### src/rtl/rr_arb_4req_dec.sv
// rr_arb_4req_dec: 4-way round-robin arbiter driving a 2-bit grant index
// and its 2-to-4 decoded one-hot grant, with hold limit and one-cycle gap.
module rr_arb_4req_dec #(
   parameter int MAX_HOLD = 8,
   parameter int HOLD_W   = 4
) (
   input  logic       clk,
   input  logic       rst_n,
   input  logic       arb_en,
   input  logic [3:0] req,
   output logic [3:0] gnt,
   output logic [1:0] gnt_idx,
   output logic       gnt_valid,
   output logic       timeout
);

   localparam logic [1:0] S_IDLE  = 2'd0;
   localparam logic [1:0] S_GRANT = 2'd1;
   localparam logic [1:0] S_GAP   = 2'd2;

   localparam logic [HOLD_W-1:0] HOLD_LAST = HOLD_W'(MAX_HOLD - 1);

   logic [1:0]        state;
   logic [1:0]        last;
   logic [HOLD_W-1:0] hold_cnt;

   logic [1:0] win;
   logic       hit;
   logic [1:0] probe;
   logic [3:0] win_dec;

   // Scan from the requester after the last winner; i=4 wraps back to last.
   always_comb begin
      win   = last;
      hit   = 1'b0;
      probe = '0;
      for (int i = 1; i <= 4; i++) begin
         probe = last + 2'(i);
         if (!hit && req[probe]) begin
            win = probe;
            hit = 1'b1;
         end
      end
   end

   always_comb begin
      win_dec = 4'b0000;
      unique case (1'b1)
         (win == 2'd0): win_dec = 4'b0001;
         (win == 2'd1): win_dec = 4'b0010;
         (win == 2'd2): win_dec = 4'b0100;
         (win == 2'd3): win_dec = 4'b1000;
      endcase
   end

   always_ff @(posedge clk or negedge rst_n) begin
      if (!rst_n) begin
         state     <= S_IDLE;
         last      <= 2'd3;
         hold_cnt  <= '0;
         gnt       <= 4'b0000;
         gnt_idx   <= 2'd0;
         gnt_valid <= 1'b0;
         timeout   <= 1'b0;
      end else begin
         timeout <= 1'b0;
         unique case (state)
            S_GRANT: begin
               if (!req[gnt_idx]) begin
                  state     <= S_GAP;
                  gnt       <= 4'b0000;
                  gnt_valid <= 1'b0;
               end else if (hold_cnt == HOLD_LAST) begin
                  state     <= S_GAP;
                  gnt       <= 4'b0000;
                  gnt_valid <= 1'b0;
                  timeout   <= 1'b1;
               end else begin
                  hold_cnt <= hold_cnt + 1'b1;
               end
            end
            default: begin
               if (arb_en && hit) begin
                  state     <= S_GRANT;
                  gnt_idx   <= win;
                  last      <= win;
                  gnt       <= win_dec;
                  gnt_valid <= 1'b1;
                  hold_cnt  <= '0;
               end else begin
                  state <= S_IDLE;
               end
            end
         endcase
      end
   end

endmodule

### config.mk
export PLATFORM = sky130hd
export DESIGN_NAME = rr_arb_4req_dec
export DESIGN_NICKNAME = d
export VERILOG_FILES = /design/src/rtl/rr_arb_4req_dec.sv
export SDC_FILE = /design/constraint.sdc
export NUM_CORES = 1
export LEC_CHECK = 0
export ABC_AREA = 1
export BUFFER_PORTS_ARGS = -buffer_cell sky130_fd_sc_hd__buf_4
export CAP_MARGIN = 10
export CORE_MARGIN = 8
export CORE_UTILIZATION = 50
export DETAILED_ROUTE_END_ITERATION = 8
export PLACE_DENSITY = 0.69
export SETUP_SLACK_MARGIN = 0.3
export SLEW_MARGIN = 0
export SYNTH_ARGS = -nofsm -noshare
export SYNTH_HDL_FRONTEND = slang
export SYNTH_SLANG_ARGS = --single-unit
export TNS_END_PERCENT = 20
### constraint.sdc
create_clock -name clk -period 3.34 [get_ports clk]
set_clock_uncertainty 0.1 [all_clocks]
set_input_delay 0.167 -clock clk [delete_from_list [all_inputs] [get_ports clk]]
set_output_delay 0.167 -clock clk [all_outputs]
set_load 0.05 [all_outputs]
# Word level (Yosys, flattened, before mapping)

Index checks and enable logic that the tools add are counted.

Register bits: 16
Word-level logic and storage cells: 75
Output and inout bits: 8
Input bits: 7

$add $sub $neg: 4
Reductions and logical operators: 12
Order comparisons: 5
Bitwise operators: 1
Multiplexer cells: 38
Equal/unequal tests: 8

Operator list:

| kind                  | number |
|---|---|
| $mux W4               | 8 |
| $mux W1               | 17 |
| $pmux W4 S4           | 1 |
| $lt A2 B3 Y1 const B  | 5 |
| $mux W2               | 7 |
| $bmux W1 S2           | 5 |
| $add A2 B2 Y2 const B | 2 |
| $add A4 B1 Y4 const B | 1 |
| $eq A2 B1 Y1 const B  | 2 |
| $eq A2 B2 Y1 const B  | 2 |
| $eq A4 B3 Y1 const B  | 1 |
| $logic_and A1 B1 Y1   | 4 |
| $ne A2 B2 Y1 const B  | 2 |
| $reduce_and A2 Y1     | 2 |
| $logic_not A1 Y1      | 3 |
| $ne A3 B3 Y1 const B  | 1 |
| $reduce_and A3 Y1     | 1 |
| $add A2 B1 Y2 const B | 1 |
| $logic_not A2 Y1      | 1 |
| $reduce_bool A2 Y1    | 1 |
| $not A1 Y1            | 1 |

# Logic depth before layout (Yosys ltp)

Gate-level depths: netlist of run 1.

Depth in word-level cells: 17
Depth in mapped cells: 13
Gate-level depth less buffers: 12

# Worst setup path before layout of run 1

No wires, ideal clock.

Kind: register -> register
From: reg gnt_idx[0]
To: reg gnt[0]
Library setup time: 0.118 ns
Path slack: 1.625 ns
Arrival: 1.496 ns
Data required time: 3.122 ns
Buffers on the path: 0
Clock period less this slack: 1.715 ns
Cell stages (with the launch flop): 10
Cells stage by stage: dfrtp_1 > inv_1 > nand2_1 > nand3_1 > nand2_1 > nor3_2 > inv_1 > nand2_1 > nand3_1 > nand2_1

Longest elaborated chain between the ends: 4
Elaborated cells on any way between the ends: 6
Those cells by class: eq/ne: 1; mux: 4; reduce/logical: 1

Ends and longest elaborated chain:

| what                                                          | line | RTL |
|---|---|---|
| start, declared                                               | 12   | `output logic [1:0] gnt_idx,` |
| start signal, assigned                                        | 85   | `gnt_idx <= win;` |
| $bmux W1 S2 (*)                                               | 69   | `if (!req[gnt_idx]) begin` |
| $mux W1 (implied by the code) (*)                             | 69   |  |
| $ne A3 B3 Y1 (no source line) or $mux W4 (tied branches)      | -    |  |
| $reduce_and A2 Y1 (no source line) or $mux W4 (tied branches) | -    |  |
| end signal, assigned                                          | 87   | `gnt <= win_dec;` |
| end, declared                                                 | 11   | `output logic [3:0] gnt,` |

Mark *: on every way between the ends. The rest lies on a longest branch, timed or not. The select of a mux whose other input is x is not followed.
A chain may end at the register's enable or synchronous reset.

# Final worst setup path of run 1

From: reg last[0]
To: reg gnt[3]

Longest elaborated chain between the ends: 17
Elaborated cells on any way between the ends: 35
Those cells by class: add/sub: 3; eq/ne: 3; mux: 19; reduce/logical: 10

Ends and longest elaborated chain:

| what                                       | line | RTL |
|---|---|---|
| start, declared                            | 24   | `logic [1:0] last;` |
| start signal, assigned                     | 86   | `last <= win;` |
| $add A2 B1 Y2                              | 38   | `probe = last + 2'(i);` |
| $bmux W1 S2                                | 39   | `if (!hit && req[probe]) begin` |
| $mux W1 (implied by the code)              | 39   |  |
| $mux W1                                    | 39   |  |
| $logic_not A1 Y1                           | 39   |  |
| $logic_and A1 B1 Y1                        | 39   |  |
| $mux W1                                    | 39   |  |
| $logic_not A1 Y1                           | 39   |  |
| $logic_and A1 B1 Y1                        | 39   |  |
| $mux W1                                    | 39   |  |
| $logic_not A1 Y1                           | 39   |  |
| $logic_and A1 B1 Y1                        | 39   |  |
| $mux W2                                    | 39   |  |
| $eq A2 B2 Y1, or another cell as far along | 52   | `(win == 2'd3): win_dec = 4'b1000;` |
| $pmux W4 S4                                | 48   | `unique case (1'b1)` |
| $mux W4                                    | 83   | `if (arb_en && hit) begin` |
| $mux W4                                    | 67   | `unique case (state)` |

Several ways; a longest one is shown, not always the timed one. The select of a mux whose other input is x is not followed.

==> metrics.md, run 1 <==
| Metric | Value |
|---|---|
| Share of layout cells above drive strength 1 | 0.294 |
| Initial DRC Count | 38 |
| Most frequent cell on the critical path | nand2_1 |
| Post-synthesis sequential area ratio | 0.366 |
| CP Class | reg2reg |
| CTS tree | done |
| Die Area | 3960 sq um |
| Post-Syn Instances | 145 |
| Final core utilization | 0.593 |
| Max H-tree Level | 1 |
| Num ports | 15 |
| Post-Syn Area | 1100 sq um |
| VDD IR max | 579 uV |
| Fmax | 537 MHz |
| Worst Tran Pin Value | 0.386 ns |
| Area grow syn2layout | 15.9% |
| Period utilisation layout | 0.557 |
| Clock root buffer | clkbuf_4 |
| Via density | approximately 4.9 |
| Status | completed |
| MaxCap Viol Count | 0 |
| LEAKAGE | 0.689 nW |
| Initial antenna violation count | 0 |
| Antenna cells | 0 |
| Syn Area/Cell | approximately 7.6 sq um |
| WP data required | 3.41 ns |
| FF+latch count, synth | 16 |
| Worst r2r src | last[0] |
| Via count | 941 |
| DRC Markers | 0 |
| Unrepaired setup endpoints after global routing | false |
| Syn Nets | roughly 150 |
| FF-to-FF setup slack | 1.48 ns |
| CTS Sinks | 16 |
| Final HPWL DP | 1.79 mm |
| Final Hold Viols | 0 |
| Critical Path Start | last[0] |
| Crit-path slowest cell | dfstp_2 |
| Initial Utilization | 0.512 |
| Die height | 62.9 microns |
| Placeable Area | 2150 sq um |
| Routability Congestion | around 0.77 |
| WL/cell | ~12 microns |
| First-pass GRT wire length | 3.96 mm |
| Detailed-route wire length | 2.23 mm |
| Total power | 1.37 mW |
| Fillers | 204 |
| Worst slew margin | 0.742 |
| CP cell instances | inv_8 > nand2_1 > nand2_1 > nand2_4 > nand2_4 > nor2_8 > nand3_4 > nand2_8 > inv_6 > nand3_1 > nand2_1 |
| Die width | 62.9 microns |
| TNS Setup | 0 ns |
| Tmin final | between 1.5 and 2 ns |
| Std cell rows | 17 |
| CP Capture Type | flip-flop |
| Port Buffers | 14 |
| Synth cell types | 26 |
| Gr usage total | 0.118 |
| Synth warn | 0 |
| Crit path DAT | ~1.9 ns |
| WHS | 0.178 ns |
| Vias in the first global route | around 900 |
| Fin nets | 172 |
| Clock-pin slew on the worst setup and hold paths | 0.09 ns |
| Final setup vio count | 0 |
| Grt ovf | 0 |
| Routed Antenna Nets | 0 |
| TritonCTS Buffers | 3 |
| DP Cell Count | 186 |
| TritonRoute pass-1 iters | 4 |
| Hold Crit Class | in2async |
| Critical path's largest stage delay | 0.68 ns |
| Max-slew violations | 0 |
| CP startpoint kind | flip-flop |
| Crit Path Max Fanout | 9 |
| Pwr dens | approximately 1100 nW/um^2 |
| Largest net degree at the start of global routing | 17 |
| Layout Cells excl Fill | 191 |
| Clk_lat worst skew | 0.27 ns |
| Clock buffer depth | 2 |
[final cells by class]
cell class              instances  area [sq um]  area share
flip-flops and latches         16           403       0.316
multi-input cells             106           591       0.463
inverters                      22          95.1      0.0746
well taps                      28          35.0      0.0275
clock buffers                   4          36.3      0.0285
repair buffers                 15           115      0.0903
[critical path, delay by kind of cell (launching register included)]
family | cells | cell delay [ns]
AND/OR/NAND/NOR | 9 | 0.85
buffers and inverters | 2 | 0.13
flip-flops | 1 | 0.68
[through the flow]
step,worst slack [ns],cell area [sq um]
final,1.48,1270
after floorplan,1.63,1100
after detailed placement,1.50,1230
after CTS,1.48,1270
after global routing,1.38,1270
after global placement,1.54,1230
[routing by layer]
metal | global-route usage | part of all wire
met1 | 0.129 | 0.43
met2 | 0.223 | 0.54
met3 | 0.0179 | 0.024
met4 | 0.0427 | 0.0076
met5 | 0 | 0
[layout by cell type (no fill, tap or decap), types with 2 or more instances in the layout]
cell	Yosys	final
o21ai_2	3	3
inv_2	3	3
nand2_2	9	9
nand2_1	50	50
nor2_1	6	6
dfrtp_1	14	14
clkbuf_4	0	3
nand2_8	2	2
inv_1	17	17
nand3_1	16	16
o21ai_1	4	4
dfstp_2	2	2
buf_4	0	14
a21oi_1	2	2
nor3_1	2	2
nand2_4	3	3
[synth_stat cells]
master   count  area share
nor2_8       1       0.018
inv_2        3       0.010
nor3_1       2      0.0091
o21ai_2      3       0.024
inv_6        1      0.0080
dfrtp_1     14        0.32
nand3_1     16       0.073
nor2_1       6       0.020
inv_8        1       0.010
nand2_2      9       0.051
nand2_8      2       0.036
nand2_4      3       0.031
o21ai_1      4       0.018
dfstp_2      2       0.048
nand3_2      1      0.0091
a21oi_1      2      0.0091
nor2_2       1      0.0057
inv_1       17       0.058
nor2_4       1       0.010
xor2_1       1      0.0080
nand3_4      1       0.016
nor3b_1      1      0.0068
nand2_1     50        0.17
ha_1         1       0.011
nor3_2       1      0.0091
buf_6        1       0.010
[flip-flops by register name, indices dropped and copies added (netlist names)]
| signal | flops |
|---|---|
| last | 2 |
| gnt_idx | 2 |
| hold_cnt | 4 |
| state | 2 |
| gnt | 4 |
| gnt_valid | 1 |
| timeout | 1 |
[power breakdown]
| group | leakage [nW] | total (mW) | switching (mW) | internal, mW |
|---|---|---|---|---|
| clock | 0.0210 | 0.124 | 0.0574 | 0.0662 |
| sequential | 0.204 | 0.332 | 0.0633 | 0.269 |
| combinational | 0.465 | 0.915 | 0.634 | 0.281 |
[cells by family (layout without fill, tap and decap cells)]
group,count (synthesis),after routing,synth area share
and+or+nand+nor,95,95,0.466
buffers and inverters,23,41,0.0967
DFF,16,16,0.366
AOI/OAI and AO/OA,9,9,0.0512
adders and majority gates,1,1,0.0114
xor gates and xnor gates,1,1,0.00797
[path summary, 6_finish.rpt]
| check | to | cells after the start |
|---|---|---|
| max | gnt[3] | 11 |
| min | timeout | 2 |
| max reg2reg | gnt[3] | 11 |
| min reg2reg | gnt_valid | 2 |
| max in group asynchronous | last[1] | 2 |
| min in group clk | timeout | 5 |
[repair_timing]
action | CTS | global route
buffers inserted | 0 | 0
resized for setup | 0 | 0
endpoints found under the hold margin | 16 | 0
hold buffers | 1 | 0
Note: power is estimated with default switching activity, not from simulation.
==> inputs of run 2 (changes only) <==
--- a/config.mk
+++ b/config.mk
@@ -5,13 +5,13 @@
 export SDC_FILE = /design/constraint.sdc
 export NUM_CORES = 1
 export LEC_CHECK = 0
-export ABC_AREA = 1
+export ABC_AREA = 0
 export BUFFER_PORTS_ARGS = -buffer_cell sky130_fd_sc_hd__buf_4
 export CAP_MARGIN = 10
 export CORE_MARGIN = 8
-export CORE_UTILIZATION = 50
+export CORE_UTILIZATION = 47
 export DETAILED_ROUTE_END_ITERATION = 8
-export PLACE_DENSITY = 0.69
+export PLACE_DENSITY = 0.7
 export SETUP_SLACK_MARGIN = 0.3
 export SLEW_MARGIN = 0
 export SYNTH_ARGS = -nofsm -noshare
==> constraint.sdc (replaced) <==
create_clock -name clk -period 1.7 [get_ports clk]
set_clock_uncertainty 0.1 [all_clocks]
set_input_delay 0.085 -clock clk [delete_from_list [all_inputs] [get_ports clk]]
set_output_delay 0.085 -clock clk [all_outputs]
set_load 0.05 [all_outputs]
==> run 2 against run 1 <==
Against the previous run:
- flip-flop and latch count unchanged
- area after synthesis decreased by 28%
- clock-buffer cell count unchanged
- global-route usage decreased by 1.3 points
- non-clock buffer count increased by 6
- cell count decreased by 42%
- total power increased by 51%
- fmax increased by 17%
- critical path type unchanged
- hold slack got worse by 0.14 ns
==> metrics.md, run 2 <==
| Metric | Value |
|---|---|
| Status | completed |
| Num ports | 15 (unchanged) |
| Syn Area/Cell | 11.4 sq um (+50%) |
| Die height | 57.1 microns (-9.2%) |
| Share of layout cells above drive strength 1 | 0.430 (+0.136) |
| Routability Congestion | 0.775 (+1.1%) |
| Top post-synthesis cells by area | dfrtp_1 (44%), dfstp_2 (6.6%), o32ai_1 (4.4%) |
| Largest family of logic cells by synthesized area | simple AND/OR/NAND/NOR gates |
| Cell taking the most area after synthesis | dfrtp_1 |
| Post-Syn Area | 795 sq um (-28%) |
| Hold Crit Class | in2reg |
| Max H-tree Level | 1 (unchanged) |
| Initial Utilization | 0.481 (-0.0309) |
| Flop pwr share | 0.328 (+0.086) |
| TritonCTS Buffers | 3 (unchanged) |
| Tmin final | 1.59 ns (-0.276 ns) |
| CP startpoint kind | flip-flop |
| Synth warn | 0 (unchanged) |
| Clock buffer depth | 2 (unchanged) |
| Worst Tran Pin Value | 0.441 ns (+0.0556 ns) |
| Synth top area share | 0.441 (+0.122) |
| Clk pwr share | 0.124 (+0.034) |
| Port Buffers | 14 (unchanged) |
| Pwr dens | 1990 nW/um^2 (+85%) |
| Synth Area in Simple Gates | 0.180 (-0.287) |
| Most common cell after layout, fill and taps aside | buf_4 |
| Clock root buffer | clkbuf_4 |
| Final HPWL DP | 1.11 mm (-38%) |
| Layout Cells excl Fill | 110 (-42%) |
| Final core utilization | 0.631 (+0.0376) |
| Final Hold Viols | 0 (unchanged) |
| Final setup vio count | 0 (unchanged) |
| Via density | 5.76 (+17%) |
| Period utilisation layout | 0.932 (+0.375) |
| Final Cell Area | 1040 sq um (-18%) |
| Via count | 634 (-33%) |
| Async SR Flop Fraction | 1.00 (unchanged) |
| List of most frequent post-synthesis cells | dfrtp_1 (14), nand2_1 (8), nand3_1 (5), o32ai_1 (4) |
| Most frequent cells in the layout | buf_4 (20), dfrtp_1 (13), nand2_1 (8) |
| Initial antenna violation count | 0 (unchanged) |
| Clk_lat worst skew | 0.29 ns (+0.02 ns) |
| Post-Syn Instances | 70 (-52%) |
| Die Area | 3260 sq um (-18%) |
| Count leader, synth | dfrtp_1 |
| Fin nets | 102 (-41%) |
| Total power | 2.08 mW (+51%) |
| Post-synth EDFFs | 0 (unchanged) |
| TritonRoute pass-1 iters | 4 (unchanged) |
| Unrepaired setup endpoints after global routing | true |
| CP Capture Type | flip-flop |
| Crit path DAT | 1.67 ns (-0.26 ns) |
| CTS tree | done |
| Worst slew margin | 0.706 (-0.0361) |
| Die width | 57.1 microns (-9.2%) |
| Antenna cells | 0 (unchanged) |
| Sw frac | 0.446 (-0.104) |
| Vias in the first global route | 639 (-31%) |
| CP Class | reg2reg |
| Max-slew violations | 0 (unchanged) |
| Synth Area in XOR/XNOR | 0 (-0.00796) |
| Largest net degree at the start of global routing | 17 (unchanged) |
| Detailed-route wire length | 1.61 mm (-28%) |
| Psw | 0.927 mW (+23%) |
| Pre-CTS setup slack | 0.0370 ns (-1.46 ns) |
| Syn Nets | 78 (-49%) |
| Gr usage total | 0.105 (-0.0132) |
| MaxCap Viol Count | 0 (unchanged) |
| Fmax | 631 MHz (+17%) |
| Area after DPL | 910 sq um (-26%) |
| Initial DRC Count | 10 (-74%) |
| Synth Area in Adders | 0.0157 (+0.00437) |
| Int Pwr | 1.15 mW (+87%) |
| Comb power frac | 0.548 (-0.119) |
| Grt ovf | 0 (unchanged) |
| VDD IR max | 1050 uV (+82%) |
| DP Cell Count | 100 (-46%) |
| WL/cell | 14.6 microns (+25%) |
| Std cell rows | 15 (-2) |
| Post-synthesis sequential area ratio | 0.507 (+0.141) |
| Placeable Area | 1650 sq um (-23%) |
| Synth Area in Compound Gates | 0.176 (+0.125) |
| DRC Markers | 0 (unchanged) |
| Top Registers | gnt x4, hold_cnt x4 |
| Mux contribution to synthesized area | 0.0819 (+0.0819) |
| WP data required | 1.78 ns (-1.63 ns) |
| Crit Path Max Fanout | 7 (-2) |
| TNS Setup | 0 ns (unchanged) |
| CTS Sinks | 16 (unchanged) |
| Clock-pin slew on the worst setup and hold paths | 0.10 ns (about the same) |
| Synth Flop Type | dfrtp_1 |
| Routed Antenna Nets | 0 (unchanged) |
| First-pass GRT wire length | 2.79 mm (-29%) |
| LEAKAGE | 0.473 nW (-31%) |
| Final worst setup slack | 0.115 ns (-1.36 ns) |
| WHS | 0.0348 ns (-0.143 ns) |
| FF+latch count, synth | 16 (unchanged) |
| Synth cell types | 30 (+15%) |
| Area grow syn2layout | 31.2% |
run 2: cell count changes after synthesis, moves of 4 or more:
cell	delta
nand2_1	-42
inv_1	-14
nand3_1	-11
nand2_2	-9
o32ai_1	+4
run 2: critical path: stages, from the launching register on:
cell and delay [ns]:
dfstp_2 0.60, mux2i_1 0.11, a221o_1 0.38, mux2_2 0.28
run 2: area by class of cell:
cell class,count,area (sq um)
fill,141,609
multi-input combinational,49,409
sequential,16,404
timing repair buffer,21,160
clock buffer,4,36.3
tap,17,21.3
inverter,3,11.3
run 2: what timing repair did:
item / CTS / global route
pin swaps: 3 / 1
setup buffers: 4 / 1
setup endpoints to repair: 15 / 15
hold buffers: 1 / 0
hold endpoints to repair: 16 / 0
resized for setup: 6 / 2
run 2: cells by family after synthesis:
family / after synthesis
adder cells (fa/ha/maj): 1
buffers and inverters: 5
flip-flops: 16
AO/OA/AOI/OAI: 18
AND/OR/NAND/NOR: 25
multiplexers: 5
run 2: per-layer routing:
layer / GRT usage / vias up / wire length (microns)
li1: - / 306 / -
met1: 0.125 / 310 / 775
met2: 0.161 / 14 / 692
met3: 0.0355 / 4 / 108
met4: 0.0604 / 0 / 29
met5: 0 / - / 0
run 2: power groups by stage:
stage                     logic [mW]  registers, mW  clock network, mW
after global routing            1.22          0.707              0.276
after floorplan                0.514          0.907                  0
after detailed placement       0.956          0.696                  0
after CTS                       1.11          0.678              0.264
after global placement         0.949          0.687                  0
final                           1.14          0.681              0.258
run 2: final timing paths:
kind,from,endpoint,slack (ns),depth (start not counted)
setup / recovery,last[1],gnt_idx[0],0.11,3
hold / removal,arb_en,state[0],0.03,3
setup reg to reg,last[1],gnt_idx[0],0.11,3
hold reg to reg,hold_cnt[0],hold_cnt[0],0.41,1
max in group asynchronous,rst_n,last[1],1.18,2
min in group asynchronous,rst_n,gnt[0],0.08,2
